File: src/rtl/taxi_eth_l2_swap_pkg.sv
// Shared types for the L2 address-swap stage: beat payload, FSM states, MAC byte map.
package taxi_eth_l2_swap_pkg;

  localparam int unsigned DATA_W  = 64;
  localparam int unsigned KEEP_W  = 8;
  localparam int unsigned ID_W    = 8;
  localparam int unsigned USER_W  = 1;

  localparam int unsigned DST_OFF = 0;
  localparam int unsigned SRC_OFF = 6;
  localparam int unsigned MAC_LEN = 6;

  typedef enum logic [1:0] {IDLE, HOLD, FLUSH, PASS} state_t;

  typedef struct packed {
    logic [DATA_W-1:0] tdata;
    logic [KEEP_W-1:0] tkeep;
    logic              tlast;
    logic [ID_W-1:0]   tid;
    logic [USER_W-1:0] tuser;
  } beat_t;

  typedef struct packed {
    beat_t beat1;
    beat_t beat0;
  } beat_pair_t;

  // Exchange destination and source MACs across the first two beats of a frame.
  function automatic beat_pair_t swap_beats(beat_t beat0, beat_t beat1);
    logic [2*DATA_W-1:0] cat;
    logic [2*DATA_W-1:0] res;
    beat_pair_t          r;
    cat = {beat1.tdata, beat0.tdata};
    res = cat;
    for (int unsigned i = 0; i < MAC_LEN; i++) begin
      res[(DST_OFF+i)*8 +: 8] = cat[(SRC_OFF+i)*8 +: 8];
      res[(SRC_OFF+i)*8 +: 8] = cat[(DST_OFF+i)*8 +: 8];
    end
    r             = '{beat1: beat1, beat0: beat0};
    r.beat0.tdata = res[DATA_W-1:0];
    r.beat0.tuser = '0;
    r.beat1.tdata = res[2*DATA_W-1:DATA_W];
    return r;
  endfunction

endpackage

File: src/rtl/taxi_eth_l2_swap_if.sv
// 64-bit AXI4-Stream bundle with source and sink views.
interface taxi_eth_l2_swap_if;
  import taxi_eth_l2_swap_pkg::*;

  logic              tvalid;
  logic              tready;
  logic [DATA_W-1:0] tdata;
  logic [KEEP_W-1:0] tkeep;
  logic              tlast;
  logic [ID_W-1:0]   tid;
  logic [USER_W-1:0] tuser;

  modport src (output tvalid, tdata, tkeep, tlast, tid, tuser, input tready);
  modport snk (input tvalid, tdata, tkeep, tlast, tid, tuser, output tready);
endinterface

File: src/rtl/taxi_eth_l2_swap.sv
// Swaps Ethernet DA/SA in each frame for MAC loopback; short or disabled frames pass untouched.
module taxi_eth_l2_swap
  import taxi_eth_l2_swap_pkg::*;
#(
  parameter int unsigned STAT_W = 32
) (
  input  logic                clk,
  input  logic                rst_n,
  taxi_eth_l2_swap_if.snk     s_axis,
  taxi_eth_l2_swap_if.src     m_axis,
  input  logic                enable,
  output logic [STAT_W-1:0]   stat_swap_cnt,
  output logic [STAT_W-1:0]   stat_pass_cnt
);

  state_t            state_q, state_d;
  beat_t             h_q, h_d;
  beat_t             o_q, o_d;
  logic              o_vld_q, o_vld_d;
  logic              swap_q, swap_d;
  logic [STAT_W-1:0] swap_cnt_q, swap_cnt_d;
  logic [STAT_W-1:0] pass_cnt_q, pass_cnt_d;

  beat_t             s_beat_c;
  beat_pair_t        sw_c;
  logic              o_free_c;
  logic              s_ready_c;
  logic              s_acc_c;
  logic              frame_done_c;

  always_comb begin
    s_beat_c.tdata = s_axis.tdata;
    s_beat_c.tkeep = s_axis.tkeep;
    s_beat_c.tlast = s_axis.tlast;
    s_beat_c.tid   = s_axis.tid;
    s_beat_c.tuser = s_axis.tuser;
  end

  assign sw_c      = swap_beats(h_q, s_beat_c);
  assign o_free_c  = ~o_vld_q | m_axis.tready;
  assign s_ready_c = rst_n & o_free_c & (state_q != FLUSH);
  assign s_acc_c   = s_axis.tvalid & s_ready_c;

  always_comb begin
    state_d      = state_q;
    h_d          = h_q;
    o_d          = o_q;
    o_vld_d      = o_vld_q & ~m_axis.tready;
    swap_d       = swap_q;
    swap_cnt_d   = swap_cnt_q;
    pass_cnt_d   = pass_cnt_q;
    frame_done_c = 1'b0;

    unique case (state_q)
      IDLE: begin
        if (s_acc_c) begin
          swap_d = 1'b0;
          if (!enable || s_beat_c.tlast) begin
            o_d          = s_beat_c;
            o_vld_d      = 1'b1;
            frame_done_c = s_beat_c.tlast;
            state_d      = s_beat_c.tlast ? IDLE : PASS;
          end else begin
            h_d     = s_beat_c;
            state_d = HOLD;
          end
        end
      end
      HOLD: begin
        if (s_acc_c) begin
          o_vld_d = 1'b1;
          state_d = FLUSH;
          // Both MACs are present only if beat1 carries at least 4 bytes.
          if (s_beat_c.tkeep[3:0] == 4'hF) begin
            o_d    = sw_c.beat0;
            h_d    = sw_c.beat1;
            swap_d = 1'b1;
          end else begin
            o_d    = h_q;
            h_d    = s_beat_c;
            swap_d = 1'b0;
          end
        end
      end
      FLUSH: begin
        if (o_free_c) begin
          o_d          = h_q;
          o_vld_d      = 1'b1;
          frame_done_c = h_q.tlast;
          state_d      = h_q.tlast ? IDLE : PASS;
        end
      end
      PASS: begin
        if (s_acc_c) begin
          o_d          = s_beat_c;
          o_vld_d      = 1'b1;
          frame_done_c = s_beat_c.tlast;
          if (s_beat_c.tlast) state_d = IDLE;
        end
      end
      default: state_d = IDLE;
    endcase

    if (frame_done_c) begin
      if (swap_d) swap_cnt_d = swap_cnt_q + STAT_W'(1);
      else        pass_cnt_d = pass_cnt_q + STAT_W'(1);
    end
  end

  always_ff @(posedge clk or negedge rst_n) begin
    if (!rst_n) begin
      state_q    <= IDLE;
      h_q        <= '0;
      o_q        <= '0;
      o_vld_q    <= 1'b0;
      swap_q     <= 1'b0;
      swap_cnt_q <= '0;
      pass_cnt_q <= '0;
    end else begin
      state_q    <= state_d;
      h_q        <= h_d;
      o_q        <= o_d;
      o_vld_q    <= o_vld_d;
      swap_q     <= swap_d;
      swap_cnt_q <= swap_cnt_d;
      pass_cnt_q <= pass_cnt_d;
    end
  end

  assign s_axis.tready = s_ready_c;
  assign m_axis.tvalid = o_vld_q;
  assign m_axis.tdata  = o_q.tdata;
  assign m_axis.tkeep  = o_q.tkeep;
  assign m_axis.tlast  = o_q.tlast;
  assign m_axis.tid    = o_q.tid;
  assign m_axis.tuser  = o_q.tuser;
  assign stat_swap_cnt = swap_cnt_q;
  assign stat_pass_cnt = pass_cnt_q;

endmodule

File: src/flat_wrapper.sv
// flat-port wrapper written by rule: the top's interface ports become plain ports
module taxi_eth_l2_swap_flat import taxi_eth_l2_swap_pkg::*;
#(
  parameter int unsigned STAT_W = 32
)
  (clk, rst_n, enable, stat_swap_cnt, stat_pass_cnt, s_axis_tvalid, s_axis_tdata, s_axis_tkeep, s_axis_tlast, s_axis_tid, s_axis_tuser, s_axis_tready, m_axis_tvalid, m_axis_tdata, m_axis_tkeep, m_axis_tlast, m_axis_tid, m_axis_tuser, m_axis_tready);
  taxi_eth_l2_swap_if s_axis_i ();
  taxi_eth_l2_swap_if m_axis_i ();
  input  logic clk;
  input  logic rst_n;
  input  logic enable;
  output logic [STAT_W-1:0] stat_swap_cnt;
  output logic [STAT_W-1:0] stat_pass_cnt;
  input wire logic [$bits(s_axis_i.tvalid)-1:0] s_axis_tvalid;
  input wire logic [$bits(s_axis_i.tdata)-1:0] s_axis_tdata;
  input wire logic [$bits(s_axis_i.tkeep)-1:0] s_axis_tkeep;
  input wire logic [$bits(s_axis_i.tlast)-1:0] s_axis_tlast;
  input wire logic [$bits(s_axis_i.tid)-1:0] s_axis_tid;
  input wire logic [$bits(s_axis_i.tuser)-1:0] s_axis_tuser;
  output wire logic [$bits(s_axis_i.tready)-1:0] s_axis_tready;
  output wire logic [$bits(m_axis_i.tvalid)-1:0] m_axis_tvalid;
  output wire logic [$bits(m_axis_i.tdata)-1:0] m_axis_tdata;
  output wire logic [$bits(m_axis_i.tkeep)-1:0] m_axis_tkeep;
  output wire logic [$bits(m_axis_i.tlast)-1:0] m_axis_tlast;
  output wire logic [$bits(m_axis_i.tid)-1:0] m_axis_tid;
  output wire logic [$bits(m_axis_i.tuser)-1:0] m_axis_tuser;
  input wire logic [$bits(m_axis_i.tready)-1:0] m_axis_tready;
  assign s_axis_i.tvalid = s_axis_tvalid;
  assign s_axis_i.tdata = s_axis_tdata;
  assign s_axis_i.tkeep = s_axis_tkeep;
  assign s_axis_i.tlast = s_axis_tlast;
  assign s_axis_i.tid = s_axis_tid;
  assign s_axis_i.tuser = s_axis_tuser;
  assign s_axis_tready = s_axis_i.tready;
  assign m_axis_tvalid = m_axis_i.tvalid;
  assign m_axis_tdata = m_axis_i.tdata;
  assign m_axis_tkeep = m_axis_i.tkeep;
  assign m_axis_tlast = m_axis_i.tlast;
  assign m_axis_tid = m_axis_i.tid;
  assign m_axis_tuser = m_axis_i.tuser;
  assign m_axis_i.tready = m_axis_tready;
  taxi_eth_l2_swap #(.STAT_W(STAT_W)) u_core (.clk(clk), .rst_n(rst_n), .s_axis(s_axis_i), .m_axis(m_axis_i), .enable(enable), .stat_swap_cnt(stat_swap_cnt), .stat_pass_cnt(stat_pass_cnt));
endmodule
File: config.mk
export PLATFORM = sky130hd
export DESIGN_NAME = taxi_eth_l2_swap_flat
export DESIGN_NICKNAME = d
export VERILOG_FILES = /design/src/rtl/taxi_eth_l2_swap_pkg.sv /design/src/rtl/taxi_eth_l2_swap_if.sv /design/src/rtl/taxi_eth_l2_swap.sv /design/src/flat_wrapper.sv
export SDC_FILE = /design/constraint.sdc
export NUM_CORES = 1
export LEC_CHECK = 0
export BUFFER_PORTS_ARGS = -buffer_cell sky130_fd_sc_hd__buf_2
export CORE_MARGIN = 1
export CORE_UTILIZATION = 25
export DETAILED_ROUTE_END_ITERATION = 6
export REMOVE_ABC_BUFFERS = 1
export SYNTH_ARGS = -nofsm -noshare
export SYNTH_HDL_FRONTEND = slang
export SYNTH_SLANG_ARGS = --single-unit
File: constraint.sdc
create_clock -name clk -period 2.55 [get_ports clk]
set_input_delay 0.1275 -clock clk [delete_from_list [all_inputs] [get_ports clk]]
set_output_delay 0.1275 -clock clk [all_outputs]
set_load 0.01 [all_outputs]
Word level (Yosys, flattened, before mapping) --
Cells that the tools add are included.
Word-level totals: output and inout bits 148, logic and storage cells 82, register bits 232, input bits 87
Cells by class: $add $sub $neg 2, bitwise logic cells 8, equality and inequality tests 12, reduce and logical (&&, ||, !) cells 10, mux-type cells 35
Operators with widths (number):
- $mux 82 | 9
- $pmux 82 s4 | 1
- $pmux 82 s2 | 1
- $add 32x1->32 const B | 2
- $mux 50 | 1
- $mux 2 | 8
- $mux 1 | 11
- $ne 2x1->1 const B | 5
- $reduce_and 5->1 | 2
- $pmux 2 s4 | 1
- $ne 2x2->1 const B | 3
- $pmux 1 s3 | 2
- $and 1x1->1 | 4
- $eq 2x2->1 const B | 2
- $eq 4x4->1 const B | 1
- $reduce_and 2->1 | 2
- $reduce_and 4->1 | 1
- $not 1->1 | 3
- $eq 2x1->1 const B | 1
- $logic_not 2->1 | 1
- $pmux 1 s2 | 1
- $reduce_bool 2->1 | 1
- $reduce_or 2->1 | 1
- $logic_not 1->1 | 1
- 2 further kinds | 2

Longest topological paths before layout --
word-level depth 9, mapped depth 10, gate-level depth less buffers 7

Least setup slack after synthesis --
Ideal clock, no wire load.
kind register to register, from reg u_core.state_q[0], to reg u_core.pass_cnt_q[26] (netlist: u_core.stat_pass_cnt[26]), buffers on the path 1, setup time 0.126 ns, arrival time 2.221 ns, cell stages (with the launch flop) 9, clock period less this slack 2.347 ns, data required time 2.424 ns, slack 0.203 ns, path through dfrtp_1 inv_1 ha_1 nand2b_1 or3_1 a222oi_1 buf_2 nand4b_1 xnor2_1
Between the ends: longest elaborated chain between the ends 7, elaborated cells between the ends (all ways) 15, those cells by class eq/ne (4); mux (6); bitwise (3); reduce/logical (2)
RTL lines:
- start, declared | RTL line taxi_eth_l2_swap.sv:16 | state_t state_q, state_d;
- start signal, assigned | RTL line taxi_eth_l2_swap.sv:120 | state_q <= state_d;
- $ne 2x2->1 | RTL line taxi_eth_l2_swap.sv:41 | assign s_ready_c = rst_n & o_free_c & (state_q != FLUSH);
- $and 1x1->1 | RTL line taxi_eth_l2_swap.sv:41
- $and 1x1->1 | RTL line taxi_eth_l2_swap.sv:42 | assign s_acc_c = s_axis.tvalid & s_ready_c;
- $mux 1, on equally long branches | RTL line taxi_eth_l2_swap.sv:70, taxi_eth_l2_swap.sv:56
- $pmux 1 s2 | RTL line taxi_eth_l2_swap.sv:54 | unique case (state_q)
- $not 1->1 (no line)
- $reduce_and 2->1 (no line) (*)
- end signal, assigned | RTL line taxi_eth_l2_swap.sv:126 | pass_cnt_q <= pass_cnt_d;
- end, declared | RTL line taxi_eth_l2_swap.sv:22 | logic [STAT_W-1:0] pass_cnt_q, pass_cnt_d;
Mark *: on every way between the ends. The rest lies on a longest branch, timed or not. A chain may end at the register's enable or synchronous reset.

Worst setup path in the final report --
from reg u_core.state_q[1], to reg u_core.pass_cnt_q[16] (netlist: u_core.stat_pass_cnt[16])
Same word-level chain as after synthesis.

==> reports/summary.md <==
The first global-routing pass estimated 53.0 mm of wire. The analysis attributes to cell leakage a power of 6.87 nW. The tools report the total routing usage reported by global routing as 0.150. The largest single stage delay on the critical path is 0.41 ns. TritonCTS built the clock tree.

The tools report the starting density of the core as 0.254. Highest-delay cell along the critical path: sky130_fd_sc_hd__dfrtp_1. Most common cell after layout, fill and taps aside: sky130_fd_sc_hd__buf_2. For this run the aggregate overflow at the end of global routing stands at 0. The logs give 0.245 for the share of power burned in the clock network and 0 for the hold violation count in the final report. The CTS buffer count was 29. The number of max-slew violations in the final report was 0; the die extent in x was 209 µm.

The clock transition at the registers of the reported paths works out to 0.06 ns. Traced cell by cell, the critical path runs through inv_2 -> ha_2 -> nor3b_1 -> nand4_1 -> a222oi_1 -> buf_4 -> buf_6 -> buf_4 -> nand4_1 -> xnor2_1. The critical path is of the reg2reg type. The tool flagged a number of max-cap violations equal to 0.

The type of element launching the critical path was a register. The final routed DRC violation total is 0, and the sequential-to-total area share from yosys stat is 0.544. The share of the cycle needed by the critical path after routing was 0.955.

In this run, synthesis produced a sequential element count of 232. The average cell area after synthesis works out to 10.4 µm². The run gives 33.4 mm as the detailed-route wire length. The arrival time at the worst endpoint was 2.86 ns. For the achievable frequency, the log shows 411 MHz. The most common flop cell mapped by yosys was sky130_fd_sc_hd__dfrtp_1.

The logs give 235 for the I/O pin total and 0.809 for the weighted congestion reported at the end of routability-driven placement. The flip-flop and latch area is 0.00581 mm². Clock latency on the worst-skew pair, taken at its later pin, is 0.55 ns. Final setup violation count: 0. The worst hold path belongs to the class in2reg. The worst-case IR drop observed on VDD is 0.000624 V. The number of routed nets with antenna violations was 0; the number of vias per cell was 4.92. The total of buffers placed on input and output ports was 234; the sequential group share of total power was 0.329.

The share of layout cells above drive strength 1 was 0.286; the endpoint required time on the critical path was 2.98 ns. The worst setup path is captured at a register. For the number of antenna violations at the first check in global routing, the log shows 3.

The finished layout holds 1902 standard cells, fillers aside. The detailed router finished its first iteration with 500 violations. The first detailed-routing pass took 4 iterations. Clock tree synthesis selected as its root buffer the cell sky130_fd_sc_hd__clkbuf_16. The power density over the cells came out at 1240 mW/mm².

The number of filler cells placed in the layout is 4255. The library cells used most frequently in the layout, excluding fill and tap cells, are sky130_fd_sc_hd__buf_2, sky130_fd_sc_hd__dfrtp_1, sky130_fd_sc_hd__o21ai_0. The tools report the die outline area as 0.0435 mm². The relative slew slack came out at 0.454. Summed over all nets, the half-perimeter wirelength after detailed placement is 21.2 mm. For the combinational group share of total power, the log shows 0.426. The longest clock path from root to sink contains 3 buffers.

From bottom edge to top edge, the die measures 209 µm. The switching component of the power is 7.18 mW, and the core region area is 0.0420 mm². For this block, the via count after detailed routing is 9356. After the last flow step, the layout net total stands at 1432. The run finished with clean final reports. Dividing the detail-routed wire length by the instance count gives 17.6 µm. The clock period could shrink to 2.43 ns. For the footprint of the multi-input gates, the log shows 0.00461 mm². The share of synthesized flip-flops with an asynchronous set or reset is 1.00, and the switching share of total power is 0.396.

The number of enable-type register cells in the synthesized netlist is 0. Highest net fanout along the worst path: 7. The number of instances in the synthesized netlist is 1023. The synthesized netlist contains 41 unique library cells. The transition time at the pin with the least slew margin is 0.819 ns, and the number of sinks handled by clock tree synthesis is 232. On the final layout, the worst clock skew is 0.00827 ns. Entering global routing, the biggest net connects 143 pins. The logs give 1755 for the placed cell count and 0.0107 mm² for the combined area of all synthesized cells. Internal power comes to 11.0 mW. The logs give 18.2 mW for the overall power consumption and 9502 for the via count of the first global-routing pass.

Compared with the post-synthesis result, the final layout area differs by 37.4%. The number of H-tree levels came out at 1. The initialized floorplan defines 75 standard-cell rows. Yosys printed 0 warnings.
==> final timing paths <==
kind	startpoint	end	slack, ns	depth (start not counted)
max	u_core.state_q[1]	u_core.stat_pass_cnt[16]	0.12	10
min	m_axis_tready	u_core.m_axis.tvalid	0.09	5
max reg2reg	u_core.state_q[1]	u_core.stat_pass_cnt[16]	0.12	10
min reg2reg	u_core.stat_pass_cnt[31]	u_core.stat_pass_cnt[31]	0.47	1
max in group asynchronous	rst_n	u_core.m_axis.tdata[23]	0.95	4
min in group asynchronous	rst_n	u_core.stat_swap_cnt[31]	0.28	3
==> cell families (layout without fill, tap and decap cells) <==
| logic type | Yosys count | after routing | synth area share |
|---|---|---|---|
| AO/OA/AOI/OAI | 265 | 265 | 0.156 |
| AND/OR/NAND/NOR | 289 | 289 | 0.127 |
| flip-flops | 232 | 232 | 0.544 |
| adder cells (fa/ha/maj) | 6 | 6 | 0.00703 |
| buffers and inverters | 85 | 423 | 0.0305 |
| multiplexers | 84 | 84 | 0.0847 |
| other | 0 | 2 | 0 |
| XOR/XNOR | 62 | 62 | 0.0509 |
==> layer usage <==
layer / track usage / wire [µm]
met5: 0 / 16
met4: 0.0507 / 864
met3: 0.0240 / 1610
met2: 0.250 / 16000
met1: 0.197 / 14900
==> area by class of cell <==
cell class | count | area share
inverter | 9 | 0.00239
clock buffer | 36 | 0.0533
sequential | 232 | 0.396
clock inverter | 17 | 0.0171
tap | 539 | 0.0460
multi-input combinational | 706 | 0.315
antenna | 2 | 0.000341
timing repair buffer | 361 | 0.171
==> power by group through the flow <==
stage	clock network, mW	logic (mW)	registers, mW
finish	4.45	7.73	5.97
CTS	4.59	7.82	5.96
global route	4.72	8.69	6.14
detailed placement	0	7.70	6.01
floorplan	0	3.96	6.14
global placement	0	7.57	5.93
==> cell usage after synthesis (10+ instances only) <==
master,instances,area [µm²]
sky130_fd_sc_hd__nand2_1,122,458
sky130_fd_sc_hd__mux2_2,51,574
sky130_fd_sc_hd__clkbuf_1,69,259
sky130_fd_sc_hd__o21ai_0,167,836
sky130_fd_sc_hd__xor2_1,21,184
sky130_fd_sc_hd__nor3_1,13,65.1
sky130_fd_sc_hd__nor4_1,10,62.6
sky130_fd_sc_hd__xnor2_1,41,359
sky130_fd_sc_hd__a221oi_1,81,709
sky130_fd_sc_hd__mux2i_1,33,330
sky130_fd_sc_hd__and3_1,16,100
sky130_fd_sc_hd__nand4_1,27,169
sky130_fd_sc_hd__dfrtp_1,232,5810
sky130_fd_sc_hd__nor2_1,49,184
sky130_fd_sc_hd__nand3_1,28,140
==> worst max-delay path, delay by kind of cell (launching register included) <==
kind                     cells  cell delay, ns
buffers and inverters        4            0.54
AND/OR/NAND/NOR              3            0.55
XOR/XNOR                     1            0.16
adder cells (fa/ha/maj)      1            0.29
AO/OA/AOI/OAI                1            0.36
flip-flops                   1            0.41
==> sequential cells by signal, summed over array words and instances (netlist names) <==
name and cells:
u_core.swap_q 1, u_core.m_axis.tuser 1, u_core.stat_swap_cnt 32, u_core.h_q 82, u_core.m_axis.tvalid 1, u_core.m_axis.tdata 64, u_core.state_q 2, u_core.m_axis.tlast 1
u_core.stat_pass_cnt 32, u_core.m_axis.tid 8, u_core.m_axis.tkeep 8
==> through the flow <==
| step | hold WS, ns | util | setup TNS, ns | setup WS (ns) | area (µm²) |
|---|---|---|---|---|---|
| after floorplan | -0.168 | - | -556.50 | -3.42 | 10400 |
| after global placement | -0.0684 | 0.302 | 0 | 0.0783 | 12700 |
| after detailed placement | -0.0699 | 0.302 | 0 | 0.0561 | 12700 |
| after CTS | 0.0479 | 0.347 | 0 | 0.0374 | 14600 |
| after global routing | 0.0975 | 0.349 | -0.0289 | -0.0175 | 14700 |
| final | 0.0912 | 0.349 | 0 | 0.116 | 14700 |
==> timing repair <==
action	CTS	global route
hold buffers	86	0
hold endpoints to repair	344	0
gates resized for setup	0	9
endpoints found under the setup margin	0	70
buffers inserted	0	5
Note: power is estimated with default switching activity, not from simulation.
